File: src/rtl/spi_cmd_sequencer.sv
// Display-path SPI sequencer: panel power-up reset, host word FIFO, per-byte start/D-C control, delays.
// Optional spi_done watchdog enabled by defining SPI_SEQ_TIMEOUT_EN.
module spi_cmd_sequencer #(
    parameter int FIFO_DEPTH = 16,
    parameter int RST_CYCLES = 500000,
    parameter int RST_WAIT   = 6000000,
    parameter int DELAY_UNIT = 50000,
    parameter int GAP_CYCLES = 2
`ifdef SPI_SEQ_TIMEOUT_EN
    ,
    parameter int TIMEOUT    = 64
`endif
) (
    input  logic       clk_50m,
    input  logic       rst_n,
    input  logic       wr_valid,
    output logic       wr_ready,
    input  logic [9:0] wr_data,
    output logic       busy,
    output logic       init_done,
    output logic       err_timeout,
    output logic       spi_start,
    output logic [7:0] spi_data,
    input  logic       spi_done,
    output logic       lcd_dc,
    output logic       lcd_rst_n
);

    localparam int          AW           = $clog2(FIFO_DEPTH);
    localparam logic [23:0] C_RST_LOAD   = 24'(RST_CYCLES - 1);
    localparam logic [23:0] C_WAIT_LOAD  = 24'(RST_WAIT - 1);
    localparam logic [23:0] C_GAP_LOAD   = 24'(GAP_CYCLES - 1);
    localparam logic [23:0] C_DELAY_UNIT = 24'(DELAY_UNIT);
`ifdef SPI_SEQ_TIMEOUT_EN
    // WAIT_DONE is entered one cycle after spi_start, so the load is two short of TIMEOUT.
    localparam logic [23:0] C_TO_LOAD    = 24'(TIMEOUT - 2);
`endif

    typedef enum logic [2:0] {
        S_RST_HOLD,
        S_RST_WAIT,
        S_IDLE,
        S_START,
        S_WAIT_DONE,
        S_GAP,
        S_DELAY
    } state_t;

    state_t      r_state;
    logic [23:0] r_cnt;
    logic        r_init_done;
    logic        r_spi_start;
    logic [7:0]  r_spi_data;
    logic        r_lcd_dc;
    logic        r_lcd_rst_n;

    logic [9:0]  r_mem [FIFO_DEPTH];
    logic [AW:0] r_wr_ptr;
    logic [AW:0] r_rd_ptr;

    logic        w_empty;
    logic        w_full;
    logic        w_push;
    logic        w_pop;
    logic [9:0]  w_head;
    logic [23:0] w_delay_prod;

    assign w_empty      = (r_wr_ptr == r_rd_ptr);
    assign w_full       = (r_wr_ptr[AW] != r_rd_ptr[AW]) && (r_wr_ptr[AW-1:0] == r_rd_ptr[AW-1:0]);
    assign wr_ready     = rst_n & ~w_full;
    assign w_push       = wr_valid & wr_ready;
    assign w_pop        = (r_state == S_IDLE) & ~w_empty;
    assign w_head       = r_mem[r_rd_ptr[AW-1:0]];
    assign w_delay_prod = {16'd0, w_head[7:0]} * C_DELAY_UNIT;

    assign busy      = ~w_empty | (r_state != S_IDLE);
    assign init_done = r_init_done;
    assign spi_start = r_spi_start;
    assign spi_data  = r_spi_data;
    assign lcd_dc    = r_lcd_dc;
    assign lcd_rst_n = r_lcd_rst_n;

    always_ff @(posedge clk_50m) begin
        if (w_push) begin
            r_mem[r_wr_ptr[AW-1:0]] <= wr_data;
        end
    end

    always_ff @(posedge clk_50m or negedge rst_n) begin
        if (!rst_n) begin
            r_wr_ptr <= '0;
            r_rd_ptr <= '0;
        end else begin
            if (w_push) r_wr_ptr <= r_wr_ptr + 1'b1;
            if (w_pop)  r_rd_ptr <= r_rd_ptr + 1'b1;
        end
    end

`ifdef SPI_SEQ_TIMEOUT_EN
    logic r_err_timeout;
    assign err_timeout = r_err_timeout;
`else
    assign err_timeout = 1'b0;
`endif

    always_ff @(posedge clk_50m or negedge rst_n) begin
        if (!rst_n) begin
            r_state       <= S_RST_HOLD;
            r_cnt         <= C_RST_LOAD;
            r_init_done   <= 1'b0;
            r_spi_start   <= 1'b0;
            r_spi_data    <= 8'd0;
            r_lcd_dc      <= 1'b0;
            r_lcd_rst_n   <= 1'b0;
`ifdef SPI_SEQ_TIMEOUT_EN
            r_err_timeout <= 1'b0;
`endif
        end else begin
            r_spi_start <= 1'b0;
            case (r_state)
                S_RST_HOLD: begin
                    if (r_cnt == 24'd0) begin
                        r_state     <= S_RST_WAIT;
                        r_cnt       <= C_WAIT_LOAD;
                        r_lcd_rst_n <= 1'b1;
                    end else begin
                        r_cnt <= r_cnt - 24'd1;
                    end
                end
                S_RST_WAIT: begin
                    if (r_cnt == 24'd0) begin
                        r_state     <= S_IDLE;
                        r_init_done <= 1'b1;
                    end else begin
                        r_cnt <= r_cnt - 24'd1;
                    end
                end
                S_IDLE: begin
                    if (w_pop) begin
                        case (w_head[9:8])
                            2'b00, 2'b01: begin
                                r_spi_data  <= w_head[7:0];
                                r_lcd_dc    <= w_head[8];
                                r_spi_start <= 1'b1;
                                r_state     <= S_START;
                            end
                            2'b10: begin
                                r_state <= S_DELAY;
                                r_cnt   <= (w_head[7:0] == 8'd0) ? 24'd0 : w_delay_prod - 24'd1;
                            end
                            default: begin
                                r_state     <= S_RST_HOLD;
                                r_cnt       <= C_RST_LOAD;
                                r_lcd_rst_n <= 1'b0;
                            end
                        endcase
                    end
                end
                S_START: begin
                    r_state <= S_WAIT_DONE;
`ifdef SPI_SEQ_TIMEOUT_EN
                    r_cnt   <= C_TO_LOAD;
`endif
                end
                S_WAIT_DONE: begin
                    if (spi_done) begin
                        r_state <= S_GAP;
                        r_cnt   <= C_GAP_LOAD;
`ifdef SPI_SEQ_TIMEOUT_EN
                    end else if (r_cnt == 24'd0) begin
                        r_err_timeout <= 1'b1;
                        r_state       <= S_GAP;
                        r_cnt         <= C_GAP_LOAD;
                    end else begin
                        r_cnt <= r_cnt - 24'd1;
`endif
                    end
                end
                S_GAP, S_DELAY: begin
                    if (r_cnt == 24'd0) begin
                        r_state <= S_IDLE;
                    end else begin
                        r_cnt <= r_cnt - 24'd1;
                    end
                end
                default: begin
                    r_state     <= S_RST_HOLD;
                    r_cnt       <= C_RST_LOAD;
                    r_lcd_rst_n <= 1'b0;
                end
            endcase
        end
    end

endmodule

File: config.mk
export PLATFORM = sky130hd
export DESIGN_NAME = spi_cmd_sequencer
export DESIGN_NICKNAME = d
export VERILOG_FILES = /design/src/rtl/spi_cmd_sequencer.sv
export SDC_FILE = /design/constraint.sdc
export NUM_CORES = 1
export LEC_CHECK = 0
export ABC_AREA = 1
export CORE_UTILIZATION = 30
export CTS_BUF_LIST = sky130_fd_sc_hd__clkbuf_4
export CTS_CLUSTER_SIZE = 40
export DETAILED_ROUTE_END_ITERATION = 16
export DONT_BUFFER_PORTS = 1
export RECOVER_POWER = 50
export SLEW_MARGIN = 20
export SYNTH_ARGS = -nofsm -noshare
export SYNTH_HDL_FRONTEND = slang
export SYNTH_SLANG_ARGS = --single-unit
File: constraint.sdc
create_clock -name clk_50m -period 6.5 [get_ports clk_50m]
set_input_delay 0.975 -clock clk_50m [delete_from_list [all_inputs] [get_ports clk_50m]]
set_output_delay 0.975 -clock clk_50m [all_outputs]
set_load 0.02 [all_outputs]
==> out/qor.txt <==
R2R Path Start = r_rd_ptr[1]$_DFFE_PN0P_
Synthesized netlist cell count = 1249
Final wirelength = 29400 µm
Internal = 2.25 mW
Most common cell in the netlist = nand2_1
TritonCTS clock tree = built
Share of the yosys chip area belonging to registers = 52.2%
Overall overflow remaining after global route = 0
M3 GR Usage = 3.32%
Pre-CTS WS = 0.653 ns
Layout cells sized above 1 = 11.7%
Number of DRC violations after detailed routing = 0
Post-Synthesis Cell Area = 11600 µm²
Max Root-Sink Buffers = 3
Max Slew Vio Count = 39
Placed instance area = 12200 µm²
Worst setup path category = register to register
Actual transition at the worst max-transition pin = 2.20 ns
Setup repair after global routing missed its margin = no
Clock-pin transition on the worst setup and hold timing paths = 0.07 ns
Dominant cells by area after synthesis = edfxtp_1, nand2_1, dfrtp_1, ha_1, nor2_1
I/O Pins = 29
Count of endpoints failing setup in the final report = 0
Pwr Total = 3.16 mW
Global placer's final weighted congestion = 0.948
Worst rel slew slack = -46.7%
Number of unique standard cell types used by synthesis = 49
Total power per unit cell area = 246 nW/µm²
Sequential cell fraction of total power = 48.7%
Global routing usage on met2 = 24.8%
Number of buffers added to fix hold violations after cts = 1
Number of fill cells in the layout = 3954
Initial antenna violation count = 0
Critical path required time = 7.10 ns
CTS Root Cell = clkbuf_4
Final #Nets = 1378
Portion of the clock cycle consumed by the worst path in the final layout = 90.6%
IO buf count = 0
Peak Freq = 0.170 GHz
Starting DRT DRC Count = 551
Switching Power = 0.913 mW
Worst IR drop on VDD = 0.143 mV
Global-route usage over all layers = 15.4%
Final Instance Area = 12900 µm²
Number of clock buffers inserted by TritonCTS = 54
Synth Register Bits = 209
Setup TNS after final layout = 0 ns
GRT met1 Usage = 20.7%
Mapped Nets = 1339
Async set-reset flop share out of synthesis = 23.4%
XOR/XNOR share of the synthesized area = 2.42%
Routed len/inst = 16.0 µm
Share of synthesized cell area in full adder, half adder and majority cells = 8.99%
Switching fraction of total power = 28.9%
Static leakage power = 5.44 nW
Worst-skew pair later-pin latency = 0.72 ns
Standard cell core area = 37800 µm²
Largest net degree at the start of global routing = 56
Count of non-filler cells in the finished layout = 1839
Clock period minus final worst setup slack = 5.89 ns
Synthesis-to-finish area growth = 11.1%
Max Cap Violations = 1
Part of the power in the clock network = 35.9%
Launch point of the worst path = r_rd_ptr[1]$_DFFE_PN0P_
Global-route wire length before repair = 46900 µm
Total inserted antenna cells = 0
Critical path endpoint category = register
Setup WS post-layout = 0.609 ns
Count of H-tree levels built during CTS = 2
Estimated wirelength of the detail-placed design = 20200 µm
Number of rows in the core area = 71
Placed Instances = 1742
Skew final = 0.0684 ns
Failing checks = capacitance limit, slew limit
Combinational family with the most area after synthesis = simple AND/OR/NAND/NOR gates
Initial standard-cell utilization of the core = 30.6%
Mux cell area share after synthesis = 0.0972%
Fraction of the mapped netlist area in compound gates = 9.65%
Worst min path class = input port to async pin
Final hold violation count = 0
Most instantiated cells after synthesis = nand2_1, nor2_1, edfxtp_1
Top flip-flop cell by instance count after synthesis = edfxtp_1
Number of buffers added for setup after CTS = 0
Number of global-route vias before repair = 8794
Sinks on the clock net = 209
Die Y-Extent = 198 µm
Kind of start point of the critical path = register
Iteration count of the initial detailed-routing pass = 5
Via-to-Cell Ratio = 4.79
Run status = finished, violations left
Post-CTS Resized = 0
Post-Synthesis Mean Instance Area = 9.27 µm²
Simple-Gate Fraction of Synth Area = 20.5%
Relative contribution of combinational cells to total power = 15.4%
Highest-utilization routing layer at the global route stage = met2
Horiz. Die Dim = 198 µm
Area of the die = 39400 µm²
Total via count in the routed design = 8815
Biggest area consumer among synthesized cells = edfxtp_1
Count of flip-flops with a built-in enable after synthesis = 160
Critical path peak fanout = 20
Data arrival, critical path = 6.49 ns
Fraction of synthesized cell area taken by the top area cell type = 41.5%
Yosys warns = 0
Detail Route Antenna Nets = 0
## state kept, by name (all words and copies together) (netlist names)
name	count
lcd_rst_n	1
r_rd_ptr	5
spi_data	8
init_done	1
r_mem	160
r_cnt	24
r_state	3
lcd_dc	1
spi_start	1
r_wr_ptr	5
## metrics by stage
stage	util, %	hold slack (ns)
2_1_floorplan	-	0.462
3_3_place_gp	32.1	0.477
3_5_place_dp	32.1	0.481
4_1_cts	34.0	0.0483
5_1_grt	34.0	0.0561
6_report	34.0	0.115
## kinds of logic (layout without fill, tap and decap cells)
kind of cell               after synthesis  count (layout)
and+or+nand+nor                        565             565
xor gates and xnor gates                32              32
other                                    1               1
AOI/OAI and AO/OA                      197             197
adders and majority gates               76              76
buffers and inverters                  168             247
DFF                                    209             209
muxes                                    1               1
## metal layers
layer / routed length (µm) / part of all wire, %
met1: 13600 / 46
met2: 13400 / 46
met3: 1840 / 6.3
met4: 473 / 1.6
met5: 0 / 0
## worst max-delay path, cell delays in order (launching register included)
cell      delay (ns)
dfrtp_1         0.35
clkinv_1        0.48
buf_4           0.39
o21ai_0         0.09
o221ai_1        0.12
a31oi_1         0.56
inv_1           0.26
ha_1            0.37
ha_1            0.32
fa_1            0.47
ha_1            0.31
ha_1            0.36
nand2_1         0.15
inv_1           0.07
a21oi_1         0.28
nand3b_1        0.13
nand2_1         0.13
nand2_1         0.09
nor2_1          0.22
nand2_1         0.11
nor2_1          0.14
nand2_1         0.07
nand2_1         0.05
nand3_1         0.06
nand2_1         0.08
nand2_1         0.05
nand2_1         0.07
## cell type report
cell class | instances | area [µm²] | share of cell area (%)
Sequential cell | 209 | 6050 | 47.0
Timing Repair Buffer | 17 | 124 | 0.963
Inverter | 134 | 503 | 3.91
Clock inverter | 12 | 65.1 | 0.506
Multi-Input combinational cell | 872 | 4860 | 37.8
Clock buffer | 84 | 631 | 4.90
Tap cell | 511 | 639 | 4.97
## worst paths after layout
path | to | slack [ns] | depth (start not counted)
min | r_cnt[4]$_DFFE_PN1P_ | 0.12 | 0
max in group asynchronous | r_rd_ptr[0]$_DFFE_PN0P_ | 4.15 | 1
max reg2reg | r_cnt[22]$_DFFE_PN0P_ | 0.61 | 26
min in group clk_50m | r_mem[2][2]$_DFFE_PP_ | 0.34 | 0
min reg2reg | r_rd_ptr[4]$_DFFE_PN0P_ | 0.49 | 1
max | r_cnt[22]$_DFFE_PN0P_ | 0.61 | 26
## placed cells by master, fill, tap and decap left out, types with 5 or more instances in the layout
cell type	netlist	routed
nand2_1	289	289
edfxtp_1	160	160
nor2_1	169	159
inv_1	129	129
o21ai_0	105	105
clkbuf_4	0	84
ha_1	64	64
nand3_1	55	55
dfrtp_1	38	37
xor2_1	26	26
a21oi_1	25	25
o22ai_1	22	22
nor2_2	6	16
buf_4	6	16
nand4_1	13	13
fa_1	12	12
dfstp_2	11	11
o221ai_1	10	10
clkinv_1	3	9
o21ai_1	9	9
o211ai_1	6	6
a31oi_1	6	6
xnor2_1	6	6
nand3b_1	6	6
nor3_1	6	6
nand2_2	5	5
## power groups by stage
stage	combinational [mW]	clock (mW)	sequential, mW
3_3_place_gp	0.469	0	1.56
3_5_place_dp	0.477	0	1.57
4_1_cts	0.487	1.17	1.54
2_1_floorplan	0.360	0	1.56
6_report	0.488	1.14	1.54
5_1_grt	0.553	1.24	1.54
No activity file was read; power rests on OpenSTA's default activity.
